File: config.mk
export PLATFORM = sky130hd
export DESIGN_NAME = fetch_stage
export DESIGN_NICKNAME = d
export VERILOG_FILES = /design/src/rtl/rv_pkg.sv /design/src/rtl/pipe_reg_en_clr.sv /design/src/rtl/fetch_stage.sv
export SDC_FILE = /design/constraint.sdc
export NUM_CORES = 1
export LEC_CHECK = 0
export BUFFER_PORTS_ARGS = -buffer_cell sky130_fd_sc_hd__buf_2
export CAP_MARGIN = 20
export CORE_MARGIN = 2
export CORE_UTILIZATION = 54
export CTS_BUF_LIST = sky130_fd_sc_hd__clkbuf_8 sky130_fd_sc_hd__clkbuf_16
export CTS_CLUSTER_SIZE = 12
export DETAILED_ROUTE_END_ITERATION = 8
export PLACE_DENSITY = 0.86
export SETUP_SLACK_MARGIN = 0.4
export SYNTH_ARGS = -nofsm -noshare
export SYNTH_HDL_FRONTEND = slang
export SYNTH_SLANG_ARGS = --single-unit
File: constraint.sdc
create_clock -name clk -period 4.7 [get_ports clk]
set_clock_uncertainty 0.1 [all_clocks]
set_input_delay 1.41 -clock clk [delete_from_list [all_inputs] [get_ports clk]]
set_output_delay 1.41 -clock clk [all_outputs]
set_load 0.02 [all_outputs]
File: src/rtl/rv_pkg.sv
// Shared definitions for the RV32I pipeline: datapath width, bubble encoding,
// reset vector and the word-alignment helpers used by redirect logic.
package rv_pkg;

    localparam int          XLEN             = 32;
    localparam logic [31:0] NOP_INSTR        = 32'h0000_0013;
    localparam logic [31:0] RESET_PC_DEFAULT = 32'h0000_0000;
    localparam logic [31:0] ALIGN_MASK       = 32'hFFFF_FFFC;

    // A redirect target is misaligned when either of its low two bits is set.
    function automatic logic is_misaligned(input logic [XLEN-1:0] addr);
        return |addr[1:0];
    endfunction

endpackage

File: src/rtl/pipe_reg_en_clr.sv
// Generic pipeline register: synchronous reset and clear both load RESET_VAL,
// enable gates normal capture. Priority is reset, then clear, then enable.
module pipe_reg_en_clr #(
    parameter int          WIDTH     = 32,
    parameter logic [WIDTH-1:0] RESET_VAL = '0
) (
    input  logic             clk,
    input  logic             reset,
    input  logic             en,
    input  logic             clr,
    input  logic [WIDTH-1:0] d,
    output logic [WIDTH-1:0] q
);

    always_ff @(posedge clk) begin
        if (reset) begin
            q <= RESET_VAL;
        end else if (clr) begin
            q <= RESET_VAL;
        end else if (en) begin
            q <= d;
        end
    end

endmodule

File: src/rtl/fetch_stage.sv
// Instruction-fetch stage: PC register with redirect/stall handling, the PC+4
// adder, and the IF/ID register that feeds decode.
module fetch_stage
    import rv_pkg::*;
#(
    parameter logic [31:0] RESET_PC  = rv_pkg::RESET_PC_DEFAULT,
    parameter logic [31:0] NOP_INSTR = rv_pkg::NOP_INSTR
) (
    input  logic        clk,
    input  logic        reset,
    input  logic        stall_f,
    input  logic        stall_d,
    input  logic        flush_d,
    input  logic        pc_src_e,
    input  logic [31:0] pc_target_e,
    input  logic [31:0] instr_f,
    output logic [31:0] pc_f,
    output logic [31:0] pc_d,
    output logic [31:0] pc_plus4_d,
    output logic [31:0] instr_d,
    output logic        valid_d,
    output logic        misalign_err
);

    logic [XLEN-1:0] pc_plus4_f;
    logic [XLEN-1:0] pc_next;
    logic            pc_en;
    logic            d_en;

    assign pc_plus4_f = pc_f + 32'd4;
    assign pc_next    = pc_src_e ? (pc_target_e & ALIGN_MASK) : pc_plus4_f;
    // A redirect must land even while fetch is stalled, otherwise it is lost.
    assign pc_en      = pc_src_e | ~stall_f;
    assign d_en       = ~stall_d;

    pipe_reg_en_clr #(.WIDTH(XLEN), .RESET_VAL(RESET_PC)) u_pc_reg (
        .clk   (clk),
        .reset (reset),
        .en    (pc_en),
        .clr   (1'b0),
        .d     (pc_next),
        .q     (pc_f)
    );

    pipe_reg_en_clr #(.WIDTH(XLEN), .RESET_VAL(32'h0)) u_pc_d_reg (
        .clk   (clk),
        .reset (reset),
        .en    (d_en),
        .clr   (flush_d),
        .d     (pc_f),
        .q     (pc_d)
    );

    pipe_reg_en_clr #(.WIDTH(XLEN), .RESET_VAL(32'h0)) u_pc_plus4_d_reg (
        .clk   (clk),
        .reset (reset),
        .en    (d_en),
        .clr   (flush_d),
        .d     (pc_plus4_f),
        .q     (pc_plus4_d)
    );

    pipe_reg_en_clr #(.WIDTH(XLEN), .RESET_VAL(NOP_INSTR)) u_instr_d_reg (
        .clk   (clk),
        .reset (reset),
        .en    (d_en),
        .clr   (flush_d),
        .d     (instr_f),
        .q     (instr_d)
    );

    pipe_reg_en_clr #(.WIDTH(1), .RESET_VAL(1'b0)) u_valid_d_reg (
        .clk   (clk),
        .reset (reset),
        .en    (d_en),
        .clr   (flush_d),
        .d     (1'b1),
        .q     (valid_d)
    );

    // Sticky until reset so software/debug can observe that a bad target occurred.
    always_ff @(posedge clk) begin
        if (reset) begin
            misalign_err <= 1'b0;
        end else if (pc_src_e && is_misaligned(pc_target_e)) begin
            misalign_err <= 1'b1;
        end
    end

endmodule

# After elaboration in Yosys (flattened, before gate mapping)
# Cells that the tools add are included.
dict set report word_totals {
  word_cells 13
  input_bits 70
  output_inout_bits 130
  regBits 130
}
dict set report op_classes {
  n_mux 1
  n_addsub 1
  n_reduce_logical 3
  bitwise 2
}
# op n
set op_table {}
lappend op_table {{$add A32 B3 Y32 const B} 1}
lappend op_table {{$mux W32} 1}
lappend op_table {{$reduce_or A2 Y1} 2}
lappend op_table {{$logic_and A1 B1 Y1} 1}
lappend op_table {{$not A1 Y1} 1}
lappend op_table {{$or A1 B1 Y1} 1}

# Depth between registers and ports, before layout
# Gate-level depths: netlist of the first run.
dict set report depth {
  ltp_word 2
  ltp_mapped 7
  mapped_depth_nobuf 6
}

# Cells and area by module
# A second synthesis of the first run with hierarchy kept.
dict set report unflattened {
  hier_cells 603
  hier_area_um2 5859.4
}
# mod cells_per_inst instances area_per_inst_um2
set modules_own_cells {}
lappend modules_own_cells {{pipe_reg_en_clr (u_pc_d_reg ...)} 105 3 1156.1}
lappend modules_own_cells {fetch_stage 180 1 1189.9}
lappend modules_own_cells {{pipe_reg_en_clr (u_instr_d_reg)} 105 1 1161.1}
lappend modules_own_cells {{pipe_reg_en_clr (u_valid_d_reg)} 3 1 40.0}

# Least setup slack after synthesis of the first run
# Ideal clock, no wire load.
dict set report synth_path {
  kind {in2reg}
  start {in stall_d}
  end {reg u_instr_d_reg.q[0]}
  arrival_ns 2.584
  required_ns 4.473
  path_buffers 3
  setup_ns 0.127
  stages 5
  path_slack_ns 1.889
  cell_sequence {clkbuf_1 -> buf_1 -> buf_2 -> mux2i_1 -> nand2_1}
}
# item line
set synth_rtl {}
lappend synth_rtl {{start, declared} fetch_stage.sv:12} ;# input logic stall_d,
lappend synth_rtl {{end signal, assigned} pipe_reg_en_clr.sv:17} ;# q <= RESET_VAL;
lappend synth_rtl {{end signal, assigned} pipe_reg_en_clr.sv:19} ;# q <= RESET_VAL;
lappend synth_rtl {{end signal, assigned} pipe_reg_en_clr.sv:21} ;# q <= d;
lappend synth_rtl {{end, declared} pipe_reg_en_clr.sv:12} ;# output logic [WIDTH-1:0] q

# Final worst setup path of the first run
dict set report layout_path {
  start {reg u_pc_reg.q[7]}
  end {out pc_f[7]}
}
# item line
set layout_rtl {}
lappend layout_rtl {{start, declared} pipe_reg_en_clr.sv:12}
lappend layout_rtl {{start signal, assigned} pipe_reg_en_clr.sv:17}
lappend layout_rtl {{start signal, assigned} pipe_reg_en_clr.sv:19}
lappend layout_rtl {{start signal, assigned} pipe_reg_en_clr.sv:21}
lappend layout_rtl {{end, declared} fetch_stage.sv:17} ;# output logic [31:0] pc_f,
# No word-level cell between the ends.

==> results_dict.tcl, run 1 <==
set metrics [dict create \
    r2r_end "u_pc_reg.q[14]" \
    final_cell_area_um2 7100 \
    wl_per_cell_um 15.6 \
    crit_fanout 11 \
    drive_above_1_share_pct 30.2 \
    cts_max_level 4 \
    cts-resized-gates 0 \
    crit_chain "buf_2" \
    areaGrowthSynthToFinish_pct 27.1 \
    synth-compound-area-share_pct 10.6 \
    place_congestion 0.863 \
    hold_path_depth 2 \
    finalMaxSlewViolations 0 \
    r2r_slack_ns 2.14 \
    startpoint_type "flip-flop" \
    leakagePower_uw 0.00339 \
    ys_seq_area_share_pct 44.4 \
    num-nets-final 855 \
    critPathCaptureType "output port" \
    worstPathRequired_ns 3.19 \
    cts.sink_count 124 \
    power_density_nw_per_um2 387 \
    drc 0 \
    outcome "completed" \
    synth_top_family_by_area "simple AND/OR/NAND/NOR gates" \
    grt_max_degree 60 \
    hold_start "misalign_err" \
    io_pins 200 \
    yosysTopAreaCellShare_pct 44.4 \
    postSynthCellCount 621 \
    pwr-share-clk_pct 47.8 \
    async_flop_share_pct 0 \
    num_rows 37 \
    cts_hold_buf 0 \
    hp-class "reg -> reg" \
    met1_length_um 6120 \
    synth_edf_count 0 \
    clkSlewWorstSetupHoldPaths_ns 0.06 \
    finalHoldViolations 0 \
    worst_pin_slew_ns 1.09 \
    maxCapViolations 0 \
    antennaDiodeCount 0 \
    final_cells 933 \
    synth_commonest_cells "124 x dfxtp_1, 99 x nor2_1, 71 x mux2i_1" \
    dpl_cell_area_um2 6500 \
    rsz0062_at_grt "no" \
    antenna_found_initial 0 \
    drt_wl_total_um 14600 \
    syn_avg_cell_area_um2 8.99 \
    hold_end "misalign_err" \
    synth_seq_cells 124 \
    cpLargestDelayFamily "flip-flops" \
    yosys.area_share.adder_pct 0.224 \
    period_share_pct 60.4 \
    overflow 0 \
    comb_power_share_pct 10.5 \
    synth_cell_types 52 \
    dieHeight_um 106 \
    p_sw_uw 725 \
    reg2reg_from "u_pc_reg.q[2]" \
    cpPeakStageDelay_ns 0.57 \
    p_int_uw 2030 \
    synthMuxAreaShare_pct 12.7 \
    crit_type "reg -> out" \
    grtUsageTotal_pct 25.9 \
    finalPower_uw 2750 \
    drt_iter0_markers 257 \
    grt_pass1_wl_um 23100 \
    dr.max_layer_used "met4" \
    synthFlopType "dfxtp_1" \
    first_global_vias 4751 \
    dr_wl_met3_um 1130 \
    start_util_pct 54.8 \
    r2r_cells 5 \
    clk_latency_ns 0.52 \
    finalCriticalPeriod_ns 2.84 \
    die_area_um2 11200 \
    cts_inserted_buffers 17 \
    synth-xor-area-share_pct 7.84 \
    fin_setup_tns_ns 0 \
    numPortBuffers 193 \
    route.met2.wl_um 7040 \
    viasPerCell 5.37 \
    max_freq_mhz 352 \
    crit_path_top_delay_cell "dfxtp_1" \
    yosysWarnings 0 \
    dp_hpwl_um 10300 \
    cp.depth 1 \
    drt_pre_antenna_iters 5 \
    cts.path.max_buffers 2 \
    cts_tree "built" \
    root_buffer "clkbuf_8" \
    ys_top_cells_by_area "dfxtp_1 44%, mux2i_1 13%, nor2_1 6.7%" \
    core_um2 10200 \
    synth.most_common_cell "dfxtp_1" \
    maxSlewHeadroom_pct 27.1 \
    yosys.area_share.simple_pct 17.9 \
    path_buf_inv 1 \
    ant_nets 0 \
    seqPwrFrac_pct 41.7 \
    via_count 5010 \
    dp.cells 901 \
    finalSetupViolations 0 \
    syn-cell-area_um2 5590 \
    cp.arrival_ns 1.33 \
    ir_drop_mv 0.198 \
    nFillCells 827 \
    post_cts_buffers 0 \
    die_x_um 106 \
    synth_top_area_cell "dfxtp_1" \
    swShare_pct 26.4 \
]
-- logic make-up after synthesis --
group                    after synthesis
flip-flops                           124
buffers and inverters                 80
AO/OA/AOI/OAI                         99
AND/OR/NAND/NOR                      195
other                                  1
XOR/XNOR                              50
multiplexers                          71
adder cells (fa/ha/maj)                1
-- routing by layer --
layer | GRT usage [%] | vias to the layer above
met5 | 0 | -
met4 | 9.30 | 0
li1 | - | 2420
met2 | 43.9 | 225
met3 | 6.99 | 23
met1 | 31.5 | 2342
-- cell usage in the layout, fill, tap and decap left out, drive strengths merged, types with 2 or more instances in the layout --
cell type / Yosys / routed
a2111oi: 2 / 2
a21oi: 45 / 45
a221oi: 3 / 3
and2: 3 / 3
and3: 2 / 2
and4: 5 / 5
buf: 24 / 196
bufinv: 0 / 3
clkbuf: 33 / 17
clkinv: 0 / 2
clkinvlp: 0 / 4
conb: 1 / 6
dfxtp: 124 / 124
inv: 23 / 29
mux2i: 71 / 71
nand2: 21 / 21
nand2b: 4 / 4
nand3: 21 / 21
nand4: 12 / 12
nor2: 99 / 99
nor2b: 3 / 3
nor3: 8 / 8
nor4: 9 / 9
o21a: 15 / 15
o21ai: 24 / 24
or2: 2 / 2
or3: 2 / 2
xnor2: 27 / 27
xor2: 23 / 23
-- how the worst max path moves through the flow --
| stage | slack (ns) | start | endpoint |
|---|---|---|---|
| after CTS | 1.84 | u_pc_reg.q[7] | pc_f[7] |
| final | 1.86 | u_pc_reg.q[7] | pc_f[7] |
| after detailed placement | 1.41 | reset | u_pc_plus4_d_reg.q[31] |
| after global placement | 1.50 | reset | u_pc_plus4_d_reg.q[31] |
| after floorplan | 1.89 | stall_d | u_instr_d_reg.q[0] |
| after global routing | 1.81 | u_pc_reg.q[7] | pc_f[7] |
-- power by group through the flow --
| stage | Combinational (µW) | Sequential [µW] | Clock [µW] |
|---|---|---|---|
| final | 288 | 1150 | 1320 |
| after global routing | 312 | 1150 | 1380 |
| after CTS | 289 | 1150 | 1330 |
| after detailed placement | 287 | 1170 | 0 |
| after global placement | 279 | 1170 | 0 |
| after floorplan | 164 | 1190 | 0 |
-- registers in the layout, indices dropped and copies added (netlist names) --
register,cells
u_pc_plus4_d_reg.q,30
u_pc_reg.q,30
misalign_err,1
u_valid_d_reg.q,1
u_instr_d_reg.q,32
u_pc_d_reg.q,30
-- layout make-up --
cell class | count | area (µm²) | area share (%)
multi-input combinational | 422 | 2770 | 39.0
sequential | 124 | 2480 | 35.0
timing repair buffer | 196 | 991 | 14.0
clock buffer | 17 | 414 | 5.83
clock inverter | 15 | 186 | 2.63
tap | 136 | 170 | 2.40
inverter | 23 | 86.3 | 1.22
-- metrics by stage --
stage / hold slack [ns] / utilization, % / setup WS (ns)
finish: 0.353 / 69.7 / 1.86
global route: 0.386 / 69.7 / 1.81
CTS: 0.355 / 69.7 / 1.84
detailed placement: 0.346 / 63.8 / 1.41
global placement: 0.335 / 63.8 / 1.50
floorplan: 0.422 / - / 1.89
Power figures use the tool's default switching activity.
==> inputs of run 2 (changes only) <==
--- a/config.mk
+++ b/config.mk
@@ -8,11 +8,11 @@
 export BUFFER_PORTS_ARGS = -buffer_cell sky130_fd_sc_hd__buf_2
 export CAP_MARGIN = 20
 export CORE_MARGIN = 2
-export CORE_UTILIZATION = 54
+export CORE_UTILIZATION = 50
 export CTS_BUF_LIST = sky130_fd_sc_hd__clkbuf_8 sky130_fd_sc_hd__clkbuf_16
 export CTS_CLUSTER_SIZE = 12
 export DETAILED_ROUTE_END_ITERATION = 8
-export PLACE_DENSITY = 0.86
+export PLACE_DENSITY = 0.8
 export SETUP_SLACK_MARGIN = 0.4
 export SYNTH_ARGS = -nofsm -noshare
 export SYNTH_HDL_FRONTEND = slang
==> constraint.sdc (replaced) <==
create_clock -name clk -period 2.65 [get_ports clk]
set_clock_uncertainty 0.1 [all_clocks]
set_input_delay 0.795 -clock clk [delete_from_list [all_inputs] [get_ports clk]]
set_output_delay 0.795 -clock clk [all_outputs]
set_load 0.02 [all_outputs]
==> run 2 against run 1 <==
Sequential power increased by 75%; cell count increased by 3.1%; global-route usage decreased by 0.76 points; critical path depth increased by 4; sequential share of layout area decreased by 1.1 points; routed wire length increased by 4.3%; non-clock buffer count increased by 25; critical path type is now reg -> reg; critical endpoint is now u_pc_reg.q[30]; largest power group unchanged.
==> results_dict.tcl, run 2 (synthesis results as in run 1) <==
set metrics [dict create \
    top_register "u_instr_d_reg.q" \
    ant_nets 0 \
    cts.path.max_buffers 2 \
    start_util_pct 51.3 \
    startpoint_type "flip-flop" \
    leakagePower_uw 0.00356 \
    hold_start "u_valid_d_reg.q" \
    r2r_slack_ns 0.43 \
    die_x_um 110 \
    critPathCaptureType "flip-flop" \
    power_density_nw_per_um2 671 \
    regArea_um2 2480 \
    finalSetupViolations 0 \
    cts.sink_count 124 \
    maxCapViolations 0 \
    cts_max_level 4 \
    r2r_cells 5 \
    viasPerCell 5.28 \
    io_pins 200 \
    antennaDiodeCount 0 \
    drive_above_1_share_pct 32.5 \
    grt_max_degree 44 \
    reg2reg_from "u_pc_reg.q[11]" \
    maxSlewHeadroom_pct 60.7 \
    core_um2 10900 \
    finalHoldViolations 0 \
    finalMaxSlewViolations 0 \
    root_buffer "clkbuf_8" \
    cp-startpoint "u_pc_reg.q[11]" \
    crit_type "reg -> reg" \
    first_global_vias 4625 \
    cp.arrival_ns 2.52 \
    drt_wl_total_um 15200 \
    hp-class "reg -> reg" \
    dp_hpwl_um 10800 \
    worst_pin_slew_ns 0.589 \
    crit_path_end "u_pc_reg.q[30]" \
    final_cells 962 \
    period_share_pct 83.7 \
    cts_inserted_buffers 17 \
    overflow 0 \
    drt_pre_antenna_iters 5 \
    clkSlewWorstSetupHoldPaths_ns 0.06 \
    drt_iter0_markers 264 \
    largest_reg_flops 32 \
    nFillCells 910 \
    cts_tree "built" \
    place_congestion 0.912 \
    num_rows 38 \
    ir_drop_mv 0.380 \
    multiInputGateArea_um2 2800 \
    max_freq_mhz 451 \
    r2r_end "u_pc_reg.q[30]" \
    via_count 5084 \
    antenna_found_initial 1 \
    fin_setup_tns_ns 0 \
    layout_commonest_cell "buf_2" \
    dieHeight_um 110 \
    die_area_um2 12000 \
    mostFrequentLayoutCells "192 x buf_2, 122 x dfxtp_1, 99 x nor2_1, 71 x mux2i_1, 45 x a21oi_1" \
    clk_latency_ns 0.51 \
    areaGrowthSynthToFinish_pct 31.5 \
    outcome "completed" \
    grtUsageTotal_pct 25.1 \
    drc 0 \
    rsz0062_at_grt "yes" \
    grt_pass1_wl_um 23000 \
    finalCriticalPeriod_ns 2.22 \
    num-nets-final 880 \
    numPortBuffers 193 \
    dp.cells 925 \
    wl_per_cell_um 15.8 \
    crit_fanout 12 \
    worstPathRequired_ns 2.95 \
    worst_hold_slack_ns 0.350 \
]
[run 2: cell count changes in the layout (fill, tap and decap cells not counted), moves of 2 or more]
cell / change
nor4_4: +2
inv_1: +3
clkinvlp_4: -2
buf_4: +24
clkinv_2: +2
dfxtp_2: +2
inv_6: -6
dfxtp_1: -2
[run 2: worst min-delay path by stage]
stage | endpoint | slack, ns | cells after the start
2_1_floorplan | misalign_err | 0.42 | 2
3_3_place_gp | u_valid_d_reg.q | 0.34 | 2
3_5_place_dp | u_valid_d_reg.q | 0.34 | 2
4_1_cts | u_valid_d_reg.q | 0.35 | 2
5_1_grt | u_valid_d_reg.q | 0.38 | 2
6_report | u_valid_d_reg.q | 0.35 | 2
[run 2: power breakdown]
part | total, µW | switching (µW) | internal [µW]
Sequential | 2010 | 74.4 | 1940
Combinational | 563 | 337 | 226
Clock | 2350 | 814 | 1540
Total | 4930 | 1230 | 3700
[run 2: what timing repair did]
action / in CTS / in global routing
buffers inserted: 0 / 5
pin swaps: 1 / 3
resized for setup: 2 / 4
endpoints found under the hold margin: 0 / 0
setup endpoints to repair: 3 / 14
gates cloned: 0 / 0
hold buffers: 0 / 0
[run 2: layout make-up]
class / count / share of cell area [%]
Multi-Input combinational cell: 422 / 38.1
Timing Repair Buffer: 221 / 16.2
Sequential cell: 124 / 33.8
Tap cell: 140 / 2.39
Clock inverter: 14 / 2.44
Inverter: 23 / 1.18
Clock buffer: 18 / 5.83
[run 2: worst max-delay path: stages (launching register included)]
cell	delay (ns)
dfxtp_1	0.49
nand3_4	0.23
nor4_4	0.46
nand4_2	0.23
o31a_1	0.32
a2111oi_2	0.27
[run 2: metrics by stage]
stage	cell area [µm²]	utilization [%]	setup WS (ns)	total power, µW
2_1_floorplan	5600	-	0.454	2410
4_1_cts	7280	66.9	0.424	4970
5_1_grt	7340	67.4	0.336	5120
3_3_place_gp	6670	61.2	0.421	2590
3_5_place_dp	6670	61.2	0.370	2610
6_report	7340	67.4	0.432	4930
[run 2: metal layers]
| metal | GRT usage (%) | part of all wire, % | vias up |
|---|---|---|---|
| li1 | - | - | 2480 |
| met1 | 31.4 | 42 | 2372 |
| met4 | 10.1 | 2.0 | 2 |
| met3 | 6.58 | 7.2 | 28 |
| met5 | 0 | 0.079 | - |
| met2 | 41.2 | 49 | 202 |
